===== src/rtl/add_round_keys_seq_pkg.sv =====
// Shared definitions for the sequential AddRoundKey block.
//   ARK_BLOCK_W : default block width (state / subkey / result)
//   ARK_LANE_W  : default number of bits combined per cycle
//   ark_state_e : controller state encoding
package add_round_keys_pkg;

   localparam int ARK_BLOCK_W = 128;
   localparam int ARK_LANE_W  = 32;

   typedef enum logic [1:0] {
      ST_IDLE = 2'd0,
      ST_BUSY = 2'd1,
      ST_DONE = 2'd2
   } ark_state_e;

endpackage


===== src/rtl/add_round_keys_seq_if.sv =====
// Block-level handshake bundle for add_round_keys_seq.
//   in_valid/in_ready   : input block offer / accept
//   state, subkey       : block operands, BLOCK_W bits each
//   bypass              : pass state through unchanged
//   out_valid/out_ready : result offer / accept
//   out                 : result, BLOCK_W bits
// master = upstream/downstream environment, slave = the AddRoundKey block.
interface add_round_keys_seq_if
   import add_round_keys_pkg::*;
#(
   parameter int BLOCK_W = ARK_BLOCK_W
);
   logic               in_valid;
   logic               in_ready;
   logic [BLOCK_W-1:0] state;
   logic [BLOCK_W-1:0] subkey;
   logic               bypass;
   logic               out_valid;
   logic               out_ready;
   logic [BLOCK_W-1:0] out;

   modport master (
      output in_valid, state, subkey, bypass, out_ready,
      input  in_ready, out_valid, out
   );

   modport slave (
      input  in_valid, state, subkey, bypass, out_ready,
      output in_ready, out_valid, out
   );
endinterface


===== src/rtl/add_round_keys_seq_lane.sv =====
// One lane of AddRoundKey: res = st ^ key, or st when bypass is set.
//   st, key : LANE_W-bit operands
//   bypass  : ignore key
//   res     : LANE_W-bit result
module add_round_key_lane
   import add_round_keys_pkg::*;
#(
   parameter int LANE_W = ARK_LANE_W
) (
   input  logic [LANE_W-1:0] st,
   input  logic [LANE_W-1:0] key,
   input  logic              bypass,
   output logic [LANE_W-1:0] res
);

   assign res = st ^ (bypass ? '0 : key);

endmodule


===== src/rtl/add_round_keys_seq.sv =====
// Sequential AddRoundKey: a captured block is combined with its round key
// one LANE_W-wide lane per cycle through a single shared lane XOR.
//   clk, rst_n : clock, asynchronous active-low reset
//   bus        : handshake bundle (slave side), see add_round_keys_seq_if
//   busy       : high while lanes are being processed
//
// state   | meaning
// --------+----------------------------------------------------------
// ST_IDLE | waiting for a block, in_ready high
// ST_BUSY | writing lane cnt of the result each cycle
// ST_DONE | result presented, held until out_ready
module add_round_keys_seq
   import add_round_keys_pkg::*;
#(
   parameter int BLOCK_W = ARK_BLOCK_W,
   parameter int LANE_W  = ARK_LANE_W
) (
   input  logic                 clk,
   input  logic                 rst_n,
   add_round_keys_seq_if.slave  bus,
   output logic                 busy
);

   localparam int BEATS = (LANE_W == 0) ? 1 : BLOCK_W / LANE_W;
   localparam int CNT_W = (BEATS > 1) ? $clog2(BEATS) : 1;
   localparam logic [CNT_W-1:0] LAST = CNT_W'(BEATS - 1);

   if (LANE_W == 0) begin : g_bad_lane_zero
      $error("add_round_keys_seq: LANE_W must be non-zero");
   end else if (BLOCK_W % LANE_W != 0) begin : g_bad_lane_mult
      $error("add_round_keys_seq: BLOCK_W must be a multiple of LANE_W");
   end

   ark_state_e         fsm;
   logic [CNT_W-1:0]   cnt;
   logic [BLOCK_W-1:0] st_q;
   logic [BLOCK_W-1:0] key_q;
   logic               bypass_q;
   logic [BLOCK_W-1:0] res_q;
   logic               out_valid_q;
   logic               busy_q;

   logic [LANE_W-1:0]  st_lane;
   logic [LANE_W-1:0]  key_lane;
   logic [LANE_W-1:0]  lane_res;
   logic               accept;

   // in_ready looks through to out_ready in DONE so a new block can be
   // taken on the same edge the current result leaves.
   assign bus.in_ready  = rst_n & ((fsm == ST_IDLE) |
                                   ((fsm == ST_DONE) & bus.out_ready));
   assign accept        = bus.in_valid & bus.in_ready;
   assign bus.out_valid = out_valid_q;
   assign bus.out       = res_q;
   assign busy          = busy_q;

   always_comb begin
      st_lane  = '0;
      key_lane = '0;
      for (int k = 0; k < BEATS; k++) begin
         if (cnt == CNT_W'(k)) begin
            st_lane  = st_q[k*LANE_W +: LANE_W];
            key_lane = key_q[k*LANE_W +: LANE_W];
         end
      end
   end

   add_round_key_lane #(
      .LANE_W (LANE_W)
   ) u_lane (
      .st     (st_lane),
      .key    (key_lane),
      .bypass (bypass_q),
      .res    (lane_res)
   );

   always_ff @(posedge clk or negedge rst_n) begin
      if (!rst_n) begin
         fsm         <= ST_IDLE;
         cnt         <= '0;
         st_q        <= '0;
         key_q       <= '0;
         bypass_q    <= 1'b0;
         res_q       <= '0;
         out_valid_q <= 1'b0;
         busy_q      <= 1'b0;
      end else begin
         case (fsm)
            ST_IDLE: begin
               if (accept) begin
                  st_q     <= bus.state;
                  key_q    <= bus.subkey;
                  bypass_q <= bus.bypass;
                  cnt      <= '0;
                  busy_q   <= 1'b1;
                  fsm      <= ST_BUSY;
               end
            end
            ST_BUSY: begin
               for (int k = 0; k < BEATS; k++) begin
                  if (cnt == CNT_W'(k)) begin
                     res_q[k*LANE_W +: LANE_W] <= lane_res;
                  end
               end
               if (cnt == LAST) begin
                  busy_q      <= 1'b0;
                  out_valid_q <= 1'b1;
                  fsm         <= ST_DONE;
               end else begin
                  cnt <= cnt + 1'b1;
               end
            end
            ST_DONE: begin
               if (bus.out_ready) begin
                  out_valid_q <= 1'b0;
                  if (bus.in_valid) begin
                     st_q     <= bus.state;
                     key_q    <= bus.subkey;
                     bypass_q <= bus.bypass;
                     cnt      <= '0;
                     busy_q   <= 1'b1;
                     fsm      <= ST_BUSY;
                  end else begin
                     fsm <= ST_IDLE;
                  end
               end
            end
            default: begin
               out_valid_q <= 1'b0;
               busy_q      <= 1'b0;
               fsm         <= ST_IDLE;
            end
         endcase
      end
   end

endmodule

===== src/flat_wrapper.sv =====
// flat-port wrapper written by rule: the top's interface ports become plain ports
module add_round_keys_seq_flat import add_round_keys_pkg::*;
#(
   parameter int BLOCK_W = ARK_BLOCK_W,
   parameter int LANE_W  = ARK_LANE_W
)
  (clk, rst_n, busy, bus_in_valid, bus_state, bus_subkey, bus_bypass, bus_out_ready, bus_in_ready, bus_out_valid, bus_out);
  add_round_keys_seq_if #(.BLOCK_W(BLOCK_W)) bus_i ();
  input  logic clk;
  input  logic rst_n;
  output logic busy;
  input wire logic [$bits(bus_i.in_valid)-1:0] bus_in_valid;
  input wire logic [$bits(bus_i.state)-1:0] bus_state;
  input wire logic [$bits(bus_i.subkey)-1:0] bus_subkey;
  input wire logic [$bits(bus_i.bypass)-1:0] bus_bypass;
  input wire logic [$bits(bus_i.out_ready)-1:0] bus_out_ready;
  output wire logic [$bits(bus_i.in_ready)-1:0] bus_in_ready;
  output wire logic [$bits(bus_i.out_valid)-1:0] bus_out_valid;
  output wire logic [$bits(bus_i.out)-1:0] bus_out;
  assign bus_i.in_valid = bus_in_valid;
  assign bus_i.state = bus_state;
  assign bus_i.subkey = bus_subkey;
  assign bus_i.bypass = bus_bypass;
  assign bus_i.out_ready = bus_out_ready;
  assign bus_in_ready = bus_i.in_ready;
  assign bus_out_valid = bus_i.out_valid;
  assign bus_out = bus_i.out;
  add_round_keys_seq #(.BLOCK_W(BLOCK_W), .LANE_W(LANE_W)) u_core (.clk(clk), .rst_n(rst_n), .bus(bus_i), .busy(busy));
endmodule

===== config.mk =====
export PLATFORM = sky130hd
export DESIGN_NAME = add_round_keys_seq_flat
export DESIGN_NICKNAME = d
export VERILOG_FILES = /design/src/rtl/add_round_keys_seq_pkg.sv /design/src/rtl/add_round_keys_seq_if.sv /design/src/rtl/add_round_keys_seq_lane.sv /design/src/rtl/add_round_keys_seq.sv /design/src/flat_wrapper.sv
export SDC_FILE = /design/constraint.sdc
export NUM_CORES = 1
export LEC_CHECK = 0
export ABC_AREA = 1
export BUFFER_PORTS_ARGS = -buffer_cell sky130_fd_sc_hd__buf_2
export CAP_MARGIN = 20
export CORE_MARGIN = 2
export CORE_UTILIZATION = 45
export DETAILED_ROUTE_END_ITERATION = 10
export MAX_ROUTING_LAYER = met4
export PLACE_DENSITY = 0.77
export SLEW_MARGIN = 10
export SYNTH_ARGS = -nofsm -noshare
export SYNTH_HDL_FRONTEND = slang
export SYNTH_HIERARCHICAL = 1
export SYNTH_SLANG_ARGS = --single-unit
export TNS_END_PERCENT = 100

===== constraint.sdc =====
create_clock -name clk -period 2 [get_ports clk]
set_clock_uncertainty 0.15 [all_clocks]
set_input_delay 0.3 -clock clk [delete_from_list [all_inputs] [get_ports clk]]
set_output_delay 0.3 -clock clk [all_outputs]
set_load 0.005 [all_outputs]

# Word-level counts from Yosys, hierarchy flattened
# Cells that the tools add are included.
[totals]
regBits = 391
out_inout_bits = 131
inputBits = 261
wordCells = 80
[classes]
n_eq_ne = 10
mux = 39
addsub = 1
reduce_logical = 13
bitwise = 6
[op_table]
columns = ["operator", "n"]
rows = [
  ["$mux 128", 6],
  ["$pmux 128 s2", 2],
  ["$mux 32", 9],
  ["$xor 32x32->32", 1],
  ["$mux 2", 7],
  ["$pmux 2 s3", 2],
  ["$mux 1", 10],
  ["$reduce_and 2->1", 4],
  ["$reduce_and 4->1", 2],
  ["$eq 2x2->1 const B", 3],
  ["$ne 2x2->1 const B", 3],
  ["$pmux 1 s3", 2],
  ["$reduce_and 3->1", 2],
  ["$reduce_and 5->1", 1],
  ["$eq 2x1->1 const B", 2],
  ["$logic_not 2->1", 2],
  ["$ne 2x1->1 const B", 2],
  ["$and 1x1->1", 3],
  ["$reduce_bool 3->1", 1],
  ["$add 2x1->2 const B", 1],
  ["$pmux 1 s2", 1],
  ["$reduce_bool 2->1", 1],
  ["$not 1->1", 1],
  ["$or 1x1->1", 1],
]

# Logic depth before layout (Yosys ltp)
[depth]
ltp_word = 7
depth_mapped = 14
mapped_depth_nobuf = 13

# Modules after synthesis
# The synthesis kept the hierarchy.
[modules_own_cells]
columns = ["mod", "cells_each", "instances", "seq_area_each_um2", "area_per_inst_um2"]
rows = [
  ["add_round_keys_seq", 2123, 1, 9784.4, 17634.4],
  ["add_round_key_lane", 167, 1, 0.0, 714.4],
]

# Worst setup path before layout
# OpenSTA, ideal clock, no wires.
[synth_path]
path_kind = "reg2reg"
from = "reg u_core.cnt[0]"
to = "reg u_core.res_q[0] (netlist: u_core/bus.out[0])"
setup_slack_ps = -135
setup_ps = 133
path_buffers = 1
stages_incl_launch_ff = 15
arrival_ps = 1852
period_less_slack_ps = 2135
t_required_ps = 1717
cell_sequence = "dfrtp_1 > inv_1 > ha_1 > inv_1 > nor2_1 > clkbuf_1 > nand2_1 > nand2_1 > nand3_1 > nand2_1 > inv_1 > nand3_1 > nand2_1 > inv_1 > o21ai_0"
[synth_via]
word_cells_on_any_way = 15
classes_between = "3 x eq/ne; 9 x mux; 1 x bitwise; 2 x reduce/logical"
[synth_rtl]
columns = ["element", "line_no", "rtl"]
rows = [
  ["start: declaration", "add_round_keys_seq.sv:35", "logic [CNT_W-1:0] cnt;"],
  ["start signal: assignment", "add_round_keys_seq.sv:110", "cnt <= cnt + 1'b1;"],
  ["$logic_not 2->1", "add_round_keys_seq.sv:61", "if (cnt == CNT_W'(k)) begin"],
  ["$mux 32 (3 in a row)", "add_round_keys_seq.sv:61", ""],
  ["$mux 32 (*)", "add_round_keys_seq.sv:61", ""],
  ["via u_core.st_lane[0]", "add_round_keys_seq.sv:43", "logic [LANE_W-1:0] st_lane;"],
  ["$xor 32x32->32 (*)", "add_round_keys_seq_lane.sv:16", "assign res = st ^ (bypass ? '0 : key);"],
  ["via u_core.lane_res[0]", "add_round_keys_seq.sv:45", "logic [LANE_W-1:0] lane_res;"],
  ["end signal: indexed assignment", "add_round_keys_seq.sv:102", "res_q[k*LANE_W +: LANE_W] <= lane_res;"],
  ["end: declaration", "add_round_keys_seq.sv:39", "logic [BLOCK_W-1:0] res_q;"],
]
# The timed path passes the listed nets; every way through them passes the cells marked *.
# A chain may end at the register's enable or synchronous reset.

# Worst setup path after layout
[layout_path]
from = "reg u_core.cnt[0]"
to = "reg u_core.res_q[70] (netlist: u_core/bus.out[70])"
# Same word-level chain as after synthesis.

==> results.py <==
metrics = {
    "placed_design": {
        "hpwl_um": 43900,
        "gp_congestion": 0.960,
        "port_buffers": 391,
    },
    "sta": {
        "slew_headroom": 0.338,
        "min_period_ns": 2.37,
        "fmax_ghz": 0.422,
        "hold-worst-slack_ns": 0.0959,
        "max_slew.worst_pin.slew_ns": 0.993,
        "rsz0062_at_grt": "true",
        "setup_ws_ns": -0.371,
        "hold_viol": 0,
        "final-max-slew-violation-count": 0,
        "setup_viol": 134,
        "finalCritPeriodShare": 1.19,
    },
    "min_path": {
        "hold_path.class": "in2async",
    },
    "clocking": {
        "cts_tree": "done",
        "htree_levels": 2,
        "clkLatencyLatePin_ns": 0.58,
        "numCtsBuffers": 43,
        "clk_pin_slew_ns": 0.07,
        "clock_path_buffers": 3,
        "cts-root-buf": "clkbuf_16",
        "cts.sinks": 391,
    },
    "logic_synthesis": {
        "syn_area_mm2": 0.0183,
        "ys_ff_latch": 391,
        "netlist_instances": 2290,
        "synth_seq_area_share": 0.533,
        "syn_nets": 2555,
        "synth_cell_types": 21,
        "syn_avg_cell_area_um2": 8.01,
        "yosysWarnings": 6,
    },
    "cells_and_area": {
        "fill_cells": 2941,
        "fin_util": 0.679,
        "syn_to_final_growth_pct": 48.0,
        "layout-drive-gt1-share": 0.342,
        "nets": 3162,
    },
    "setup_path": {
        "path_buf_inv": 5,
        "setup.worst_path.start_class": "register",
        "r2r-start": "u_core/cnt[0]",
        "crit_end": "u_core/bus.out[70]",
        "max_stage_delay_ns": 0.41,
        "worstSetupStartpoint": "u_core/cnt[0]",
        "crit_slowest_cell": "dfrtp_1",
        "path_cells": "buf_6 -> ha_4 -> nor2_4 -> buf_12 -> clkbuf_16 -> nand2_1 -> nand2_2 -> nand3_1 -> nand2_1 -> inv_1 -> nand3_2 -> nand2_2 -> inv_2 -> o21ai_1",
        "r2r-end": "u_core/bus.out[70]",
        "cp_max_fo": 8,
        "critPathRequiredTime_ns": 2.30,
        "path_class": "reg2reg",
        "rrSetupSlack_ns": -0.37,
        "cp_top_family": "simple AND/OR/NAND/NOR gates",
        "path_depth": 14,
        "arrival_ns": 2.67,
        "crit_path_end_kind": "register",
        "reg2reg_depth": 14,
    },
    "floorplanning": {
        "dieWidth_um": 206,
        "floorplan.initialDensity": 0.459,
        "core_area_mm2": 0.0400,
        "ios": 392,
        "die_y_um": 206,
        "row_count": 73,
        "die_area_mm2": 0.0424,
    },
    "pwr": {
        "peakVddDrop_mv": 1.12,
        "leakage_nw": 13.9,
        "powerDensity_mw_per_mm2": 1870,
    },
    "run_status": {
        "violations": "negative setup slack",
        "outcome": "finished with violations",
    },
    "global_routing": {
        "grt_max_degree": 151,
        "grt_pass1_vias": 18800,
        "grt_usage": 0.332,
        "globalRouteOverflowTotal": 0,
        "antenna_found_initial": 13,
        "grt_pass1_wl_um": 105000,
    },
    "drt": {
        "vias": 20000,
        "wirelength_um": 76200,
        "ant_nets": 0,
        "post-route-drc-count": 0,
        "drt_first_pass_iters": 8,
        "initialDrtViolationCount": 2412,
        "viasPerCell": 5.76,
        "wl_per_cell_um": 21.9,
    },
    "run": {
        "cap_violations": 0,
    },
}
==> per-layer routing <==
layer,vias up,share of wire,global-route usage
met5,-,0,-
met1,9470,0.39,0.428
met2,1379,0.45,0.502
li1,8770,-,-
met3,371,0.10,0.0572
met4,0,0.067,0.178
==> power by group <==
group	total [W]	switching (W)	internal (W)
combinational	0.0280	0.0181	0.00991
sequential	0.0143	0.00263	0.0117
clock	0.00838	0.00341	0.00497
==> through the flow <==
step           instances  TNS, ns  instance area (µm²)  power [W]  worst slack [ns]
2_1_floorplan       2290    -3.26                18400     0.0265           -0.0276
6_report            3472   -20.19                27200     0.0507            -0.371
5_1_grt             3470   -29.00                27200     0.0536            -0.439
4_1_cts             3446   -15.18                25800     0.0453            -0.177
3_3_place_gp        3096   -23.31                21100     0.0339            -0.229
3_5_place_dp        3096   -42.37                21100     0.0347            -0.346
==> cells in the final DEF (no fill, tap or decap), types with 8 or more instances in the layout <==
| cell type | n |
|---|---|
| inv_1 | 26 |
| dlygate4sd3_1 | 259 |
| dfrtp_1 | 390 |
| buf_2 | 390 |
| clkbuf_1 | 8 |
| or2_2 | 64 |
| nand3_2 | 53 |
| inv_2 | 40 |
| buf_12 | 39 |
| a21oi_1 | 35 |
| nand4_1 | 259 |
| clkbuf_16 | 53 |
| nand2_2 | 140 |
| o21ai_0 | 22 |
| o21ai_1 | 73 |
| nand3_4 | 21 |
| nand2_4 | 35 |
| inv_4 | 10 |
| buf_4 | 38 |
| nand3_1 | 26 |
| a21oi_2 | 26 |
| nand2_1 | 830 |
| o21ai_2 | 36 |
| diode_2 | 16 |
==> area by class of cell <==
| class | instances | area [µm²] | area share |
|---|---|---|---|
| Clock inverter | 20 | 259 | 0.00954 |
| Inverter | 80 | 347 | 0.0128 |
| Sequential cell | 391 | 9790 | 0.360 |
| Timing Repair Buffer | 745 | 5970 | 0.220 |
| Tap cell | 525 | 657 | 0.0242 |
| Clock buffer | 59 | 1230 | 0.0452 |
| Antenna cell | 16 | 40.0 | 0.00147 |
| Multi-Input combinational cell | 1636 | 8870 | 0.327 |
==> timing repair <==
item                       4_1_cts  5_1_grt
setup endpoints to repair      232      182
gates resized for setup        190      389
pin swaps                       56      117
hold endpoints to repair       274        0
buffers inserted                 9        4
gates cloned                     3        9
hold buffers                   259        0
==> worst min path at each step <==
stage | cells past startpoint | endpoint | startpoint
after floorplan | 0 | u_core/bus.out[0] | rst_n
after global placement | 2 | u_core/fsm[1] | rst_n
after detailed placement | 2 | u_core/fsm[1] | rst_n
after CTS | 3 | u_core/st_q[84] | rst_n
after global routing | 3 | u_core/st_q[84] | rst_n
final | 3 | u_core/busy | rst_n
==> flip-flops by register name, summed over array words and instances (netlist names) <==
name / count
u_core/key_q: 128
u_core/busy: 1
u_core/bus.out_valid: 1
u_core/fsm: 2
u_core/bus.out: 128
u_core/cnt: 2
u_core/bypass_q: 1
u_core/st_q: 128
==> logic make-up (layout without fill, tap and decap cells) <==
| group | after synthesis | count (layout) | share of synthesized area |
|---|---|---|---|
| AOI/OAI and AO/OA | 197 | 197 | 0.0539 |
| adders and majority gates | 4 | 4 | 0.00273 |
| buffers and inverters | 263 | 904 | 0.0652 |
| DFF | 391 | 391 | 0.533 |
| other | 0 | 16 | 0 |
| and+or+nand+nor | 1435 | 1435 | 0.345 |
==> worst register-to-register path: stages, from the launching register on <==
cell       delay, ns
dfrtp_1         0.41
buf_6           0.13
ha_4            0.17
nor2_4          0.15
buf_12          0.18
clkbuf_16       0.18
nand2_1         0.08
nand2_2         0.16
nand3_1         0.11
nand2_1         0.10
inv_1           0.07
nand3_2         0.08
nand2_2         0.11
inv_2           0.11
o21ai_1         0.06
==> cell usage after synthesis <==
library cell | n | area [µm²]
inv_4 | 1 | 6.26
o21ai_0 | 131 | 656
nand3_1 | 99 | 495
buf_4 | 21 | 158
buf_2 | 66 | 330
a21oi_1 | 65 | 325
nand4_1 | 259 | 1620
inv_1 | 77 | 289
nand2_1 | 1006 | 3780
buf_6 | 6 | 67.6
nor2_1 | 4 | 15.0
ha_1 | 4 | 50.1
buf_1 | 4 | 15.0
o21ai_2 | 1 | 8.76
or2_2 | 64 | 400
nor3_1 | 1 | 5.00
nor2_2 | 1 | 6.26
inv_2 | 2 | 7.51
clkbuf_1 | 86 | 323
dfrtp_1 | 391 | 9780
nand3_2 | 1 | 10.0
(Power assumes the default switching activity.)
